### src/rtl/mem_image_loader.sv
`default_nettype none
// =====================================================================
// mem_image_loader : byte-stream frame assembler driving a memory-load port
// Revision        : 1.0
// =====================================================================
module mem_image_loader #(
  parameter int TIMEOUT_CYCLES = 255,
  parameter int ADDR_W         = 7
) (
  input  logic              clk,
  input  logic              rst_n,
  input  logic [7:0]        in_byte,
  input  logic              in_valid,
  output logic              in_ready,
  output logic [31:0]       instruction,
  output logic [ADDR_W-1:0] instructionAddress,
  output logic [31:0]       data,
  output logic [ADDR_W-1:0] dataAddress,
  output logic              writeEnable,
  output logic [15:0]       words_loaded,
  output logic              frame_err,
  output logic              busy
);

  localparam logic [15:0] C_TIMEOUT = 16'(TIMEOUT_CYCLES);

  typedef enum logic [2:0] {
    S_HDR    = 3'd0,
    S_BYTES  = 3'd1,
    S_SETUP  = 3'd2,
    S_STROBE = 3'd3,
    S_HOLD   = 3'd4
  } state_e;

  state_e              state_q, state_d;
  logic                tgt_q, tgt_d;
  logic [ADDR_W-1:0]   addr_q, addr_d;
  logic [31:0]         asm_q, asm_d;
  logic [1:0]          cnt_q, cnt_d;
  logic [15:0]         idle_q, idle_d;
  // Output registers double as the shadows re-written on every strobe.
  logic [31:0]         instr_q, instr_d;
  logic [ADDR_W-1:0]   iaddr_q, iaddr_d;
  logic [31:0]         data_q, data_d;
  logic [ADDR_W-1:0]   daddr_q, daddr_d;
  logic                we_q, we_d;
  logic [15:0]         words_q, words_d;
  logic                err_q, err_d;
  logic                w_xfer;

  assign in_ready = rst_n && (state_q == S_HDR || state_q == S_BYTES);
  assign w_xfer   = in_valid && in_ready;

  always_comb begin
    state_d = state_q;
    tgt_d   = tgt_q;
    addr_d  = addr_q;
    asm_d   = asm_q;
    cnt_d   = cnt_q;
    idle_d  = idle_q;
    instr_d = instr_q;
    iaddr_d = iaddr_q;
    data_d  = data_q;
    daddr_d = daddr_q;
    we_d    = 1'b0;
    words_d = words_q;
    err_d   = err_q;
    case (state_q)
      S_HDR: begin
        if (w_xfer) begin
          tgt_d   = in_byte[7];
          addr_d  = in_byte[ADDR_W-1:0];
          cnt_d   = 2'd0;
          idle_d  = 16'd0;
          state_d = S_BYTES;
        end
      end
      S_BYTES: begin
        if (w_xfer) begin
          asm_d  = {asm_q[23:0], in_byte};
          idle_d = 16'd0;
          cnt_d  = cnt_q + 2'd1;
          if (cnt_q == 2'd3) begin
            state_d = S_SETUP;
          end
        end else if (idle_q == C_TIMEOUT) begin
          // Abandon the partial frame; outputs keep their previous image.
          err_d   = 1'b1;
          state_d = S_HDR;
        end else begin
          idle_d = idle_q + 16'd1;
        end
      end
      S_SETUP: begin
        if (tgt_q) begin
          data_d  = asm_q;
          daddr_d = addr_q;
        end else begin
          instr_d = asm_q;
          iaddr_d = addr_q;
        end
        state_d = S_STROBE;
      end
      S_STROBE: begin
        we_d    = 1'b1;
        state_d = S_HOLD;
      end
      S_HOLD: begin
        if (words_q != 16'hFFFF) begin
          words_d = words_q + 16'd1;
        end
        state_d = S_HDR;
      end
      default: state_d = S_HDR;
    endcase
  end

  always_ff @(posedge clk or negedge rst_n) begin
    if (!rst_n) begin
      state_q <= S_HDR;
      tgt_q   <= 1'b0;
      addr_q  <= '0;
      asm_q   <= 32'd0;
      cnt_q   <= 2'd0;
      idle_q  <= 16'd0;
      instr_q <= 32'd0;
      iaddr_q <= '0;
      data_q  <= 32'd0;
      daddr_q <= '0;
      we_q    <= 1'b0;
      words_q <= 16'd0;
      err_q   <= 1'b0;
    end else begin
      state_q <= state_d;
      tgt_q   <= tgt_d;
      addr_q  <= addr_d;
      asm_q   <= asm_d;
      cnt_q   <= cnt_d;
      idle_q  <= idle_d;
      instr_q <= instr_d;
      iaddr_q <= iaddr_d;
      data_q  <= data_d;
      daddr_q <= daddr_d;
      we_q    <= we_d;
      words_q <= words_d;
      err_q   <= err_d;
    end
  end

  assign instruction        = instr_q;
  assign instructionAddress = iaddr_q;
  assign data               = data_q;
  assign dataAddress        = daddr_q;
  assign writeEnable        = we_q;
  assign words_loaded       = words_q;
  assign frame_err          = err_q;
  assign busy               = (state_q != S_HDR);

endmodule
`default_nettype wire

### config.mk
export PLATFORM = sky130hd
export DESIGN_NAME = mem_image_loader
export DESIGN_NICKNAME = d
export VERILOG_FILES = /design/src/rtl/mem_image_loader.sv
export SDC_FILE = /design/constraint.sdc
export NUM_CORES = 1
export LEC_CHECK = 0
export BUFFER_PORTS_ARGS = -buffer_cell sky130_fd_sc_hd__buf_2
export CORE_MARGIN = 5
export CORE_UTILIZATION = 55
export DETAILED_ROUTE_END_ITERATION = 16
export PLACE_DENSITY_LB_ADDON = 0.25
export SETUP_SLACK_MARGIN = 0.4
export SYNTH_ARGS = -nofsm -noshare
export SYNTH_HDL_FRONTEND = slang
export SYNTH_SLANG_ARGS = --single-unit
### constraint.sdc
create_clock -name clk -period 2.4 [get_ports clk]
set_input_delay 0.24 -clock clk [delete_from_list [all_inputs] [get_ports clk]]
set_output_delay 0.24 -clock clk [all_outputs]
set_load 0.005 [all_outputs]
; ---- Yosys cells after proc, flatten, opt, wreduce, memory -nomap -nowiden
; Cells that the tools add are included.
[word_totals]
ff_bits = 157
latch_bits = 0
ram_bits = 0
rom_bits = 0
output_inout_bits = 98
memories = 0
[op_classes]
addsub = 3
mul = 0
n_div = 0
n_lt_le_gt_ge = 0
eq_ne = 12
shift = 0
muxes = 13
bitwise = 2
n_reduce_logical = 15
[op_table]
columns = op, n
row1 = two-way mux 16 bit, 3
row2 = adder 16 x 1 -> 16 bit (second input constant), 2
row3 = one-hot mux 16 bit (2 select lines), 1
row4 = equality test 16 x 8 -> 1 bit (second input constant), 1
row5 = inequality test 16 bit (second input constant), 1
row6 = two-way mux 3 bit, 4
row7 = one-hot mux 3 bit (4 select lines), 1
row8 = AND reduction 3 bit, 4
row9 = AND reduction 2 bit, 5
row10 = equality test 3 x 2 -> 1 bit (second input constant), 2
row11 = inequality test 3 x 2 -> 1 bit (second input constant), 2
row12 = two-way mux 2 bit, 2
row13 = inequality test 2 bit (second input constant), 2
row14 = one-hot mux 2 bit (2 select lines), 1
row15 = equality test 3 x 1 -> 1 bit (second input constant), 1
row16 = equality test 3 bit (second input constant), 1
row17 = logical NOT 3 bit, 1
row18 = inequality test 3 bit (second input constant), 1
row19 = nonzero test 3 bit, 1
row20 = adder 2 x 1 -> 2 bit (second input constant), 1
row21 = equality test 2 bit (second input constant), 1
row22 = logical AND 1 bit, 2
row23 = NOT 1 bit, 2
row24 = nonzero test 2 bit, 1
row25 = other kinds (2), 2

; ---- Logic depth before layout (Yosys ltp)
; Gate-level depths: netlist of the first run.
[logic_depth]
depth_word = 6
mapped_depth = 7

; ---- Least setup slack after synthesis of the first run
; OpenSTA, ideal clock, no wires.
[synth_path]
path_kind = reg2reg
from = register state_q[0]
to = register words_q[12] (netlist: words_loaded[12])
setup_ps = 125
t_arrival_ps = 1756
required_time_ps = 2275
path_slack_ps = 519
stages_incl_launch_ff = 7
synth_period_minus_slack_ps = 1881
cell_sequence = dfrtp_1 -> or3b_1 -> buf_6 -> or2_0 -> buf_2 -> nor3_1 -> mux2_2
[synth_between]
elab_chain_len = 2
[synth_lines]
columns = element, line_no
row1 = from (decl), 35  ; state_e state_q, state_d;
row2 = from (signal assigned), 134  ; state_q <= state_d;
row3 = equality test 3 bit, 68  ; case (state_q)
row4 = AND reduction 2 bit (no line), n/a
row5 = to (signal assigned), 145  ; words_q <= words_d;
row6 = to (decl), 47  ; logic [15:0] words_q, words_d;
; Every way passes these cells.
; A chain may end at the register's enable or synchronous reset.

; ---- Worst setup path in the final report of the first run
; Ends and elaborated chain as after synthesis.

==> results of run 1 <==
## layout make-up
| class | instances | share of cell area |
|---|---|---|
| tap | 143 | 0.02306 |
| inverter | 2 | 0.0009674 |
| multi-input combinational | 290 | 0.3154 |
| clock buffer | 24 | 0.06079 |
| timing repair buffer | 119 | 0.08513 |
| sequential | 157 | 0.5064 |
| clock inverter | 6 | 0.008223 |
## per-layer routing
metal,vias to the layer above,global-route usage,part of all wire
met5,-,0,0
met4,0,0.07087,0.017
met3,15,0.06065,0.063
met2,124,0.3119,0.48
met1,2140,0.2604,0.44
li1,1949,-,-
## flip-flops by register name, indices dropped and copies added, names as in the netlist, 2 cells and up
name                count
addr_q                  7
asm_q                  32
cnt_q                   2
data                   32
dataAddress             7
idle_q                 16
instruction            32
instructionAddress      7
state_q                 3
words_loaded           16
## timing repair
action	in CTS	in global routing
cloned	0	0
hold buffers	1	0
pin swaps	0	0
gates resized for setup	1	5
hold endpoints to repair	88	0
endpoints found under the setup margin	4	13
buffers inserted	0	0
## power by group through the flow
stage	logic, mW	registers, mW	clock network (mW)
global route	2.05	4.26	2.61
finish	1.85	4.13	2.44
detailed placement	1.86	4.17	0
CTS	1.88	4.13	2.50
floorplan	1.09	4.00	0
global placement	1.78	4.11	0
## cells in the final DEF (no fill, tap or decap), types with 3 or more instances in the layout
cell type / n
buf_2: 107
clkbuf_16: 17
xor2_1: 14
and2_1: 4
and3b_1: 3
clkbuf_1: 5
a21oi_1: 6
nand4_1: 8
dfrtp_1: 156
nand2b_1: 4
buf_4: 7
a21o_1: 3
nor3_1: 17
o311ai_0: 3
nand3_1: 10
nor2_1: 11
a31oi_1: 4
mux2_2: 120
ha_1: 3
and3_1: 5
nand2_1: 22
o21ai_0: 10
nor4_1: 7
## critical path, delay by kind of cell, from the launching register on
family	cells	cell delay [ns]
flip-flops	1	0.50
AND/OR/NAND/NOR	3	0.94
multiplexers	1	0.37
## final timing paths
kind | from | end | slack [ns]
max in group asynchronous | rst_n | instruction[19]$_DFFE_PN0P_ | 1.22
max reg2reg | state_q[0]$_DFFE_PN0P_ | words_loaded[12]$_DFFE_PN0P_ | 0.47
max | state_q[0]$_DFFE_PN0P_ | words_loaded[12]$_DFFE_PN0P_ | 0.47
min in group asynchronous | rst_n | state_q[2]$_DFFE_PN0P_ | 0.42
min | in_byte[0] | addr_q[0]$_DFFE_PN0P_ | 0.06
min reg2reg | frame_err$_DFFE_PN0P_ | frame_err$_DFFE_PN0P_ | 0.46
## stage by stage
step	instances	hold WS (ns)	instance area [µm²]	total power, mW	util
detailed placement	710	0.3517	7201	6.036	0.6279
CTS	741	0.04808	7747	8.519	0.6756
finish	741	0.06429	7760	8.425	0.6767
global placement	710	0.3453	7201	5.887	0.6279
global route	741	0.06575	7760	8.914	0.6767
floorplan	469	-0.05559	6462	5.091	-
## cell families (layout without fill, tap and decap cells)
group                      count (synthesis)  in the layout  share of synthesized area
AOI/OAI and AO/OA                         43             43                    0.04608
xor gates and xnor gates                  14             14                    0.01897
adders and majority gates                  3              3                   0.005809
buffers and inverters                     22            151                    0.01646
DFF                                      157            157                     0.6079
muxes                                    121            121                     0.2106
and+or+nand+nor                          109            109                    0.09409
==> impl_metrics.toml, run 1 <==
[drt]
drt_iter0_markers = 313
post-route-drc-count = 0
vias_per_cell = 5.706
vias = 4228
wl_um = 13340
dr.pass1.iters = 4
wl_per_cell_um = 18.00
drtAntennaViolNets = 0

[power]
peakVddDrop_v = 0.0006690
p_int_mw = 6.043
power.net_switching_mw = 2.382
p_seq_frac = 0.490
comb_power_share = 0.220
clock_power_share = 0.290
sw_frac_of_total = 0.2827
p_leak_nw = 3.994
powerDensity_nw_per_um2 = 1086

[sta]
finalSetupViolations = 0
rsz0062_at_grt = "no"
relSlewSlack = 0.4398
finalHoldViolCount = 0
max_freq_mhz = 518.2
skew_ns = 0.004552
slew_viol_final = 0
period_share = 0.8040
tightest_slew_ns = 0.8403
layout_setup_ws_ns = 0.4704
setup-tns-final_ns = 0
period_needed_ns = 1.930

[layout]
ff_latch_area_um2 = 3930
multi_input_area_um2 = 2447
diodes = 0
area_growth_pct = 20.08
fin_nets = 601
fillerInstances = 838
final_layout_size_suffix_gt1_frac = 0.4615

[clocking]
h-tree-depth = 4
cts.path.max_buffers = 2
cts.sinks = 157
ctsRootBufferMaster = "clkbuf_16"
cts_buffers = 17
path_clk_slew_ns = 0.06
cts_tree = "done"
clock_latency_ns = 0.42

[setup_path]
path_max_fanout = 17
reg2reg_depth = 4
start_kind = "flip-flop"
cp.arrival_ns = 2.23
path_cells = "or3b_1 -> or2_1 -> nor3_1 -> mux2_2"
critPathMaxStageDelay_ns = 0.50
endpoint_kind = "flip-flop"
critPathKind = "reg -> reg"
cp.required_ns = 2.70
crit_slowest_cell = "dfrtp_2"

[grt]
antenna_found_initial = 0
grt_start_max_net_pins = 70
track_usage = 0.1974
grt_pass1_vias = 4251
grt_first_pass_wirelength_um = 22110
overflow = 0

[synthesis]
ys_top_cells_by_area = "dfrtp_1 (61%), mux2_2 (21%), xor2_1 (1.9%), nor3_1 (1.3%), nand2_1 (1.3%)"
async_reset_ff_frac = 1.000
synth_top_cell_by_area = "dfrtp_1"
synth_ff_type = "dfrtp_1"
synth_cells = 469
synth_cell_types = 50
synth_edf_count = 0
ys_ff_latch = 157
synth_area_per_cell_um2 = 13.78
synth.net_count = 483
yosysTopAreaCellShare = 0.6079
yosysMostFrequentCell = "dfrtp_1"
seq_area_frac_synth = 0.6079
synthTopCellsByCount = "dfrtp_1 (157), mux2_2 (120), nand2_1 (22)"
synth_area_um2 = 6462
yosysWarnings = 0

[floorplanning]
io-pin-count = 109
core_um2 = 11470
die_width_um = 118.4
die_h_um = 118.4
fp-row-count = 39
die-area_um2 = 14020
start_util = 0.5636

[place]
io_buffers = 108
place_ws_ns = 0.3899
gp_congestion = 0.8843
hpwl_um = 9022

[run]
max-cap-violations = 0

[outcome]
status = "completed"

[min_path]
hold_class = "in -> reg"
whs_path_depth = 2
Power figures use the tool's default switching activity.
==> inputs of run 2 (changes only) <==
--- a/config.mk
+++ b/config.mk
@@ -7,7 +7,7 @@
 export LEC_CHECK = 0
 export BUFFER_PORTS_ARGS = -buffer_cell sky130_fd_sc_hd__buf_2
 export CORE_MARGIN = 5
-export CORE_UTILIZATION = 55
+export CORE_UTILIZATION = 50
 export DETAILED_ROUTE_END_ITERATION = 16
 export PLACE_DENSITY_LB_ADDON = 0.25
 export SETUP_SLACK_MARGIN = 0.4
==> constraint.sdc (replaced) <==
create_clock -name clk -period 1.7 [get_ports clk]
set_input_delay 0.17 -clock clk [delete_from_list [all_inputs] [get_ports clk]]
set_output_delay 0.17 -clock clk [all_outputs]
set_load 0.005 [all_outputs]
==> run 2 against run 1 <==
  * Routed wire length rose by 25%
  * Combinational power rose by 98%
  * Via count rose by 11%
  * Highest routed layer unchanged
  * The flow now finishes with violations (negative hold slack, negative setup slack)
  * Clock power rose by 62%
  * Hold slack got worse by 0.51 ns
  * Sequential cell count did not move
  * First-iteration DRC count fell by 3.8%
  * Cell area rose by 23%
  * Non-clock buffer count rose by 89
  * Setup slack got worse by 0.50 ns
==> impl_metrics.toml, run 2 (synthesis results as in run 1) <==
[setup_path]
reg2reg_to = "addr_q[5]$_DFFE_PN0P_"
r2r-start = "state_q[2]$_DFFE_PN0P_"
cp.arrival_ns = 2.04
critPathKind = "reg -> reg"
endpoint_kind = "flip-flop"
startpoint = "state_q[2]$_DFFE_PN0P_"
start_kind = "flip-flop"
reg2reg_slack_ns = -0.03
path_max_fanout = 8
cp.required_ns = 2.01
reg2reg_depth = 4
crit_path_end = "addr_q[5]$_DFFE_PN0P_"

[layout]
layout_common_cells = "dfrtp_1 (152), buf_2 (106), mux2_2 (80), buf_4 (46), mux2_4 (40)"
final_cell_area_um2 = 9532
diodes = 0
fin_nets = 690
area_growth_pct = 47.49
final_common_cell = "dfrtp_1"
final_layout_size_suffix_gt1_frac = 0.5808
fillerInstances = 793

[grt]
grt_start_max_net_pins = 117
overflow = 0
grt_pass1_vias = 4833
antenna_found_initial = 0
track_usage = 0.2244
grt_first_pass_wirelength_um = 25940

[run]
max-cap-violations = 0

[clocking]
postCtsHoldBufs = 8
cts_tree = "done"
ctsRootBufferMaster = "clkbuf_16"
cts.path.max_buffers = 2
h-tree-depth = 4
clock_latency_ns = 0.43
path_clk_slew_ns = 0.06
cts.sinks = 157
cts_buffers = 17

[sta]
hold_ws_ns = -0.4492
setup-tns-final_ns = -0.2730
max_freq_mhz = 578.9
period_share = 1.016
relSlewSlack = 0.5817
slew_viol_final = 0
rsz0062_at_grt = "yes"
tightest_slew_ns = 0.6275
finalSetupViolations = 22
finalHoldViolCount = 120
layout_setup_ws_ns = -0.02747
skew_ns = 0.01059
period_needed_ns = 1.727

[drt]
post-route-drc-count = 0
wl_um = 16690
drtAntennaViolNets = 0
vias = 4693
wl_per_cell_um = 19.43
vias_per_cell = 5.463
drt_iter0_markers = 301
dr.pass1.iters = 5

[min_path]
hold_class = "in -> async"

[floorplanning]
fp-row-count = 41
die-area_um2 = 15300
die_h_um = 123.7
die_width_um = 123.7
io-pin-count = 109
core_um2 = 12670
start_util = 0.5100

[power]
p_leak_nw = 4.800
peakVddDrop_v = 0.0009816
powerDensity_nw_per_um2 = 1418

[place]
place_ws_ns = -0.08903
hpwl_um = 9455
io_buffers = 108
gp_congestion = 0.8442
place_area_um2 = 7694

[outcome]
violations = "negative hold slack, negative setup slack"
status = "finished with violations"
==> run 2: cell types whose count changed in the layout (fill, tap and decap cells not counted), moves of 6 or more <==
cell / delta
buf_4: +39
mux2_2: -40
dlygate4sd3_1: +7
nor3_4: +9
buf_12: +11
buf_16: +6
nor3_1: -11
mux2_4: +40
nor4_4: +8
nor4_1: -6
buf_6: +23
==> run 2: worst min path at each step <==
stage                from                      to  slack [ns]
finish              rst_n  state_q[1]$_DFFE_PN0P_       -0.45
global route        rst_n  state_q[0]$_DFFE_PN0P_       -0.46
CTS                 rst_n   asm_q[15]$_DFFE_PN0P_       -0.46
detailed placement  rst_n   asm_q[15]$_DFFE_PN0P_       -0.01
global placement    rst_n   asm_q[15]$_DFFE_PN0P_       -0.01
floorplan           rst_n   addr_q[0]$_DFFE_PN0P_       -0.13
==> run 2: routing by layer <==
layer | track usage | share of wire | vias up
li1 | - | - | 2130
met5 | 0 | 0 | -
met1 | 0.3011 | 0.43 | 2389
met2 | 0.3535 | 0.50 | 147
met4 | 0.08374 | 0.018 | 0
met3 | 0.05813 | 0.053 | 27
==> run 2: repair_timing <==
item / 4_1_cts / 5_1_grt
resized for setup: 91 / 16
pin swaps: 30 / 8
setup endpoints to repair: 154 / 158
cloned: 10 / 0
hold endpoints to repair: 135 / 30
setup buffers: 29 / 14
==> run 2: area by class of cell <==
class / count / area [µm²] / share of cell area
sequential: 157 / 3935 / 0.4128
multi-input combinational: 290 / 2985 / 0.3132
timing repair buffer: 208 / 1775 / 0.1863
clock buffer: 21 / 450.4 / 0.04726
tap: 172 / 215.2 / 0.02258
clock inverter: 9 / 162.7 / 0.01706
inverter: 2 / 7.507 / 0.0007876
==> run 2: power breakdown <==
group | leakage (nW) | internal, mW | switching [mW] | total [mW]
Clock | 0.294 | 2.49 | 1.47 | 3.96
Combinational | 2.44 | 2.30 | 1.37 | 3.67
Sequential | 2.07 | 4.93 | 0.961 | 5.89
Total | 4.80 | 9.72 | 3.80 | 13.5
==> run 2: critical path, cell delays in order (launching register included) <==
cell     delay [ns]
dfrtp_1        0.40
or3_4          0.41
or3_4          0.38
buf_8          0.15
mux2_2         0.27
==> run 2: stage by stage <==
| stage | std cells | utilization | power (mW) |
|---|---|---|---|
| 2_1_floorplan | 469 | - | 7.439 |
| 3_3_place_gp | 768 | 0.6072 | 8.683 |
| 3_5_place_dp | 768 | 0.6072 | 8.864 |
| 4_1_cts | 845 | 0.7369 | 13.41 |
| 5_1_grt | 859 | 0.7522 | 14.23 |
| 6_report | 859 | 0.7522 | 13.52 |
==> inputs of run 3 (changes only) <==
--- a/config.mk
+++ b/config.mk
@@ -6,8 +6,10 @@
 export NUM_CORES = 1
 export LEC_CHECK = 0
 export BUFFER_PORTS_ARGS = -buffer_cell sky130_fd_sc_hd__buf_2
+export CELL_PAD_IN_SITES_DETAIL_PLACEMENT = 0
+export CELL_PAD_IN_SITES_GLOBAL_PLACEMENT = 2
 export CORE_MARGIN = 5
-export CORE_UTILIZATION = 50
+export CORE_UTILIZATION = 35
 export DETAILED_ROUTE_END_ITERATION = 16
 export PLACE_DENSITY_LB_ADDON = 0.25
 export SETUP_SLACK_MARGIN = 0.4
==> run 3 against run 2 <==
  * The flow still finishes with violations (negative hold slack, negative setup slack)
  * Routed wire length rose by 7.4%
  * Clock skew fell by 0.0017 ns
  * Die area rose by 39%
  * Fmax fell by 2.6%
  * Critical endpoint unchanged
==> impl_metrics.toml, run 3 (synthesis results as in run 1) <==
[outcome]
status = "finished with violations"
violations = "negative hold slack, negative setup slack"

[setup_path]
endpoint_kind = "flip-flop"
path_cells = "or3_4 -> or3_4 -> buf_6 -> mux2_2"
cpLargestDelayFamily = "simple AND/OR/NAND/NOR gates"
crit_path_frequent_cell = "or3_4"
cp.required_ns = 2.01
path_buf_inv = 1
crit_slowest_cell = "dfrtp_2"
cp.arrival_ns = 2.08
critPathMaxStageDelay_ns = 0.44
path_max_fanout = 8
start_kind = "flip-flop"
critPathKind = "reg -> reg"

[min_path]
hold_class = "in -> async"

[layout]
final_util = 0.5489
layout_common_cells = "dfrtp_1 (151), mux2_4 (111), buf_2 (106), buf_4 (59), buf_6 (24)"
diodes = 0
fin_nets = 705
area_growth_pct = 53.63
final_layout_size_suffix_gt1_frac = 0.6031
final_common_cell = "dfrtp_1"
final_cell_area_um2 = 9928
final_cells = 932

[floorplanning]
die_h_um = 145.9
fp-row-count = 49
die_width_um = 145.9
start_util = 0.3573
core_um2 = 18090
io-pin-count = 109
die-area_um2 = 21280

[drt]
vias = 4715
drtAntennaViolNets = 0
vias_per_cell = 5.059
post-route-drc-count = 0
dr.pass1.iters = 4
wl_um = 17920
wl_per_cell_um = 19.23
drt_iter0_markers = 170

[sta]
finalHoldViolCount = 133
hold_ws_ns = -0.1431
skew_ns = 0.008926
period_needed_ns = 1.774
layout_setup_ws_ns = -0.07386
finalSetupViolations = 15
relSlewSlack = 0.5828
period_share = 1.043
tightest_slew_ns = 0.6257
rsz0062_at_grt = "yes"
slew_viol_final = 0
setup-tns-final_ns = -0.6095
max_freq_mhz = 563.7

[clocking]
path_clk_slew_ns = 0.07
ctsRootBufferMaster = "clkbuf_16"
cts_tree = "done"
clock_latency_ns = 0.42
h-tree-depth = 4
postCtsHoldBufs = 8
cts.sinks = 157
cts_buffers = 17
cts.path.max_buffers = 2

[grt]
top_usage_layer = "met2"
grt_start_max_net_pins = 51
grt_use_met2 = 0.2717
track_usage = 0.1677
overflow = 0
antenna_found_initial = 0
grt_use_met1 = 0.2222
globalRouteMet3Util = 0.03706
grt_pass1_vias = 5031
grt_first_pass_wirelength_um = 28410

[place]
hpwl_um = 10530
gp_congestion = 0.8013
dp.cells = 838
io_buffers = 108
place_area_um2 = 7850

[power]
peakVddDrop_v = 0.0007904
powerDensity_nw_per_um2 = 1382
p_leak_nw = 5.028

[run]
max-cap-violations = 0
-- run 3: power breakdown --
part | internal [mW] | leakage [nW] | switching [mW]
clock | 2.00 | 0.267 | 1.59
sequential | 4.92 | 2.07 | 1.02
combinational | 2.75 | 2.69 | 1.44
-- run 3: worst reg2reg max path: stages, from the launching register on --
cell and delay [ns]:
dfrtp_2 0.44, or3_4 0.40, or3_4 0.40, buf_6 0.15
mux2_2 0.28
-- run 3: final timing paths --
path	start	end	slack, ns	cells past startpoint
worst max-delay path	state_q[2]$_DFFE_PN0P_	addr_q[5]$_DFFE_PN0P_	-0.07	4
worst min-delay path	rst_n	instructionAddress[4]$_DFFE_PN0P_	-0.14	2
worst max register to register	state_q[2]$_DFFE_PN0P_	addr_q[5]$_DFFE_PN0P_	-0.07	4
worst min register to register	frame_err$_DFFE_PN0P_	frame_err$_DFFE_PN0P_	0.46	1
max in group asynchronous	rst_n	idle_q[12]$_DFFE_PN0P_	1.09	3
min in group clk	rst_n	state_q[1]$_DFFE_PN0P_	0.25	5
-- run 3: through the flow --
stage          total power [mW]  setup WS (ns)  hold WS, ns
5_1_grt                   14.45        -0.1114      -0.1051
6_report                  13.72       -0.07386      -0.1431
4_1_cts                   13.43       -0.07698      -0.1423
3_3_place_gp              8.838        -0.1262       0.3159
2_1_floorplan             7.439        -0.1195      -0.1256
3_5_place_dp              8.982        -0.1539       0.3157
-- run 3: routing by layer --
metal,vias to the layer above,part of all wire
li1,2167,-
met5,-,0
met3,23,0.032
met4,0,0.019
met1,2440,0.47
met2,85,0.48
-- run 3: timing repair --
item,in CTS,in global routing
buffers inserted,18,23
endpoints found under the hold margin,146,133
resized for setup,125,63
pin swaps,12,18
endpoints found under the setup margin,154,155
gates cloned,12,2
-- run 3: layout make-up --
class                           instances  area, µm²
Sequential cell                       157       3936
Clock inverter                         10      81.33
Tap cell                              229      286.5
Multi-Input combinational cell        290       3214
Timing Repair Buffer                  223       1932
Fill cell                            1466       8158
Clock buffer                           21      470.5
Inverter                                2      7.507
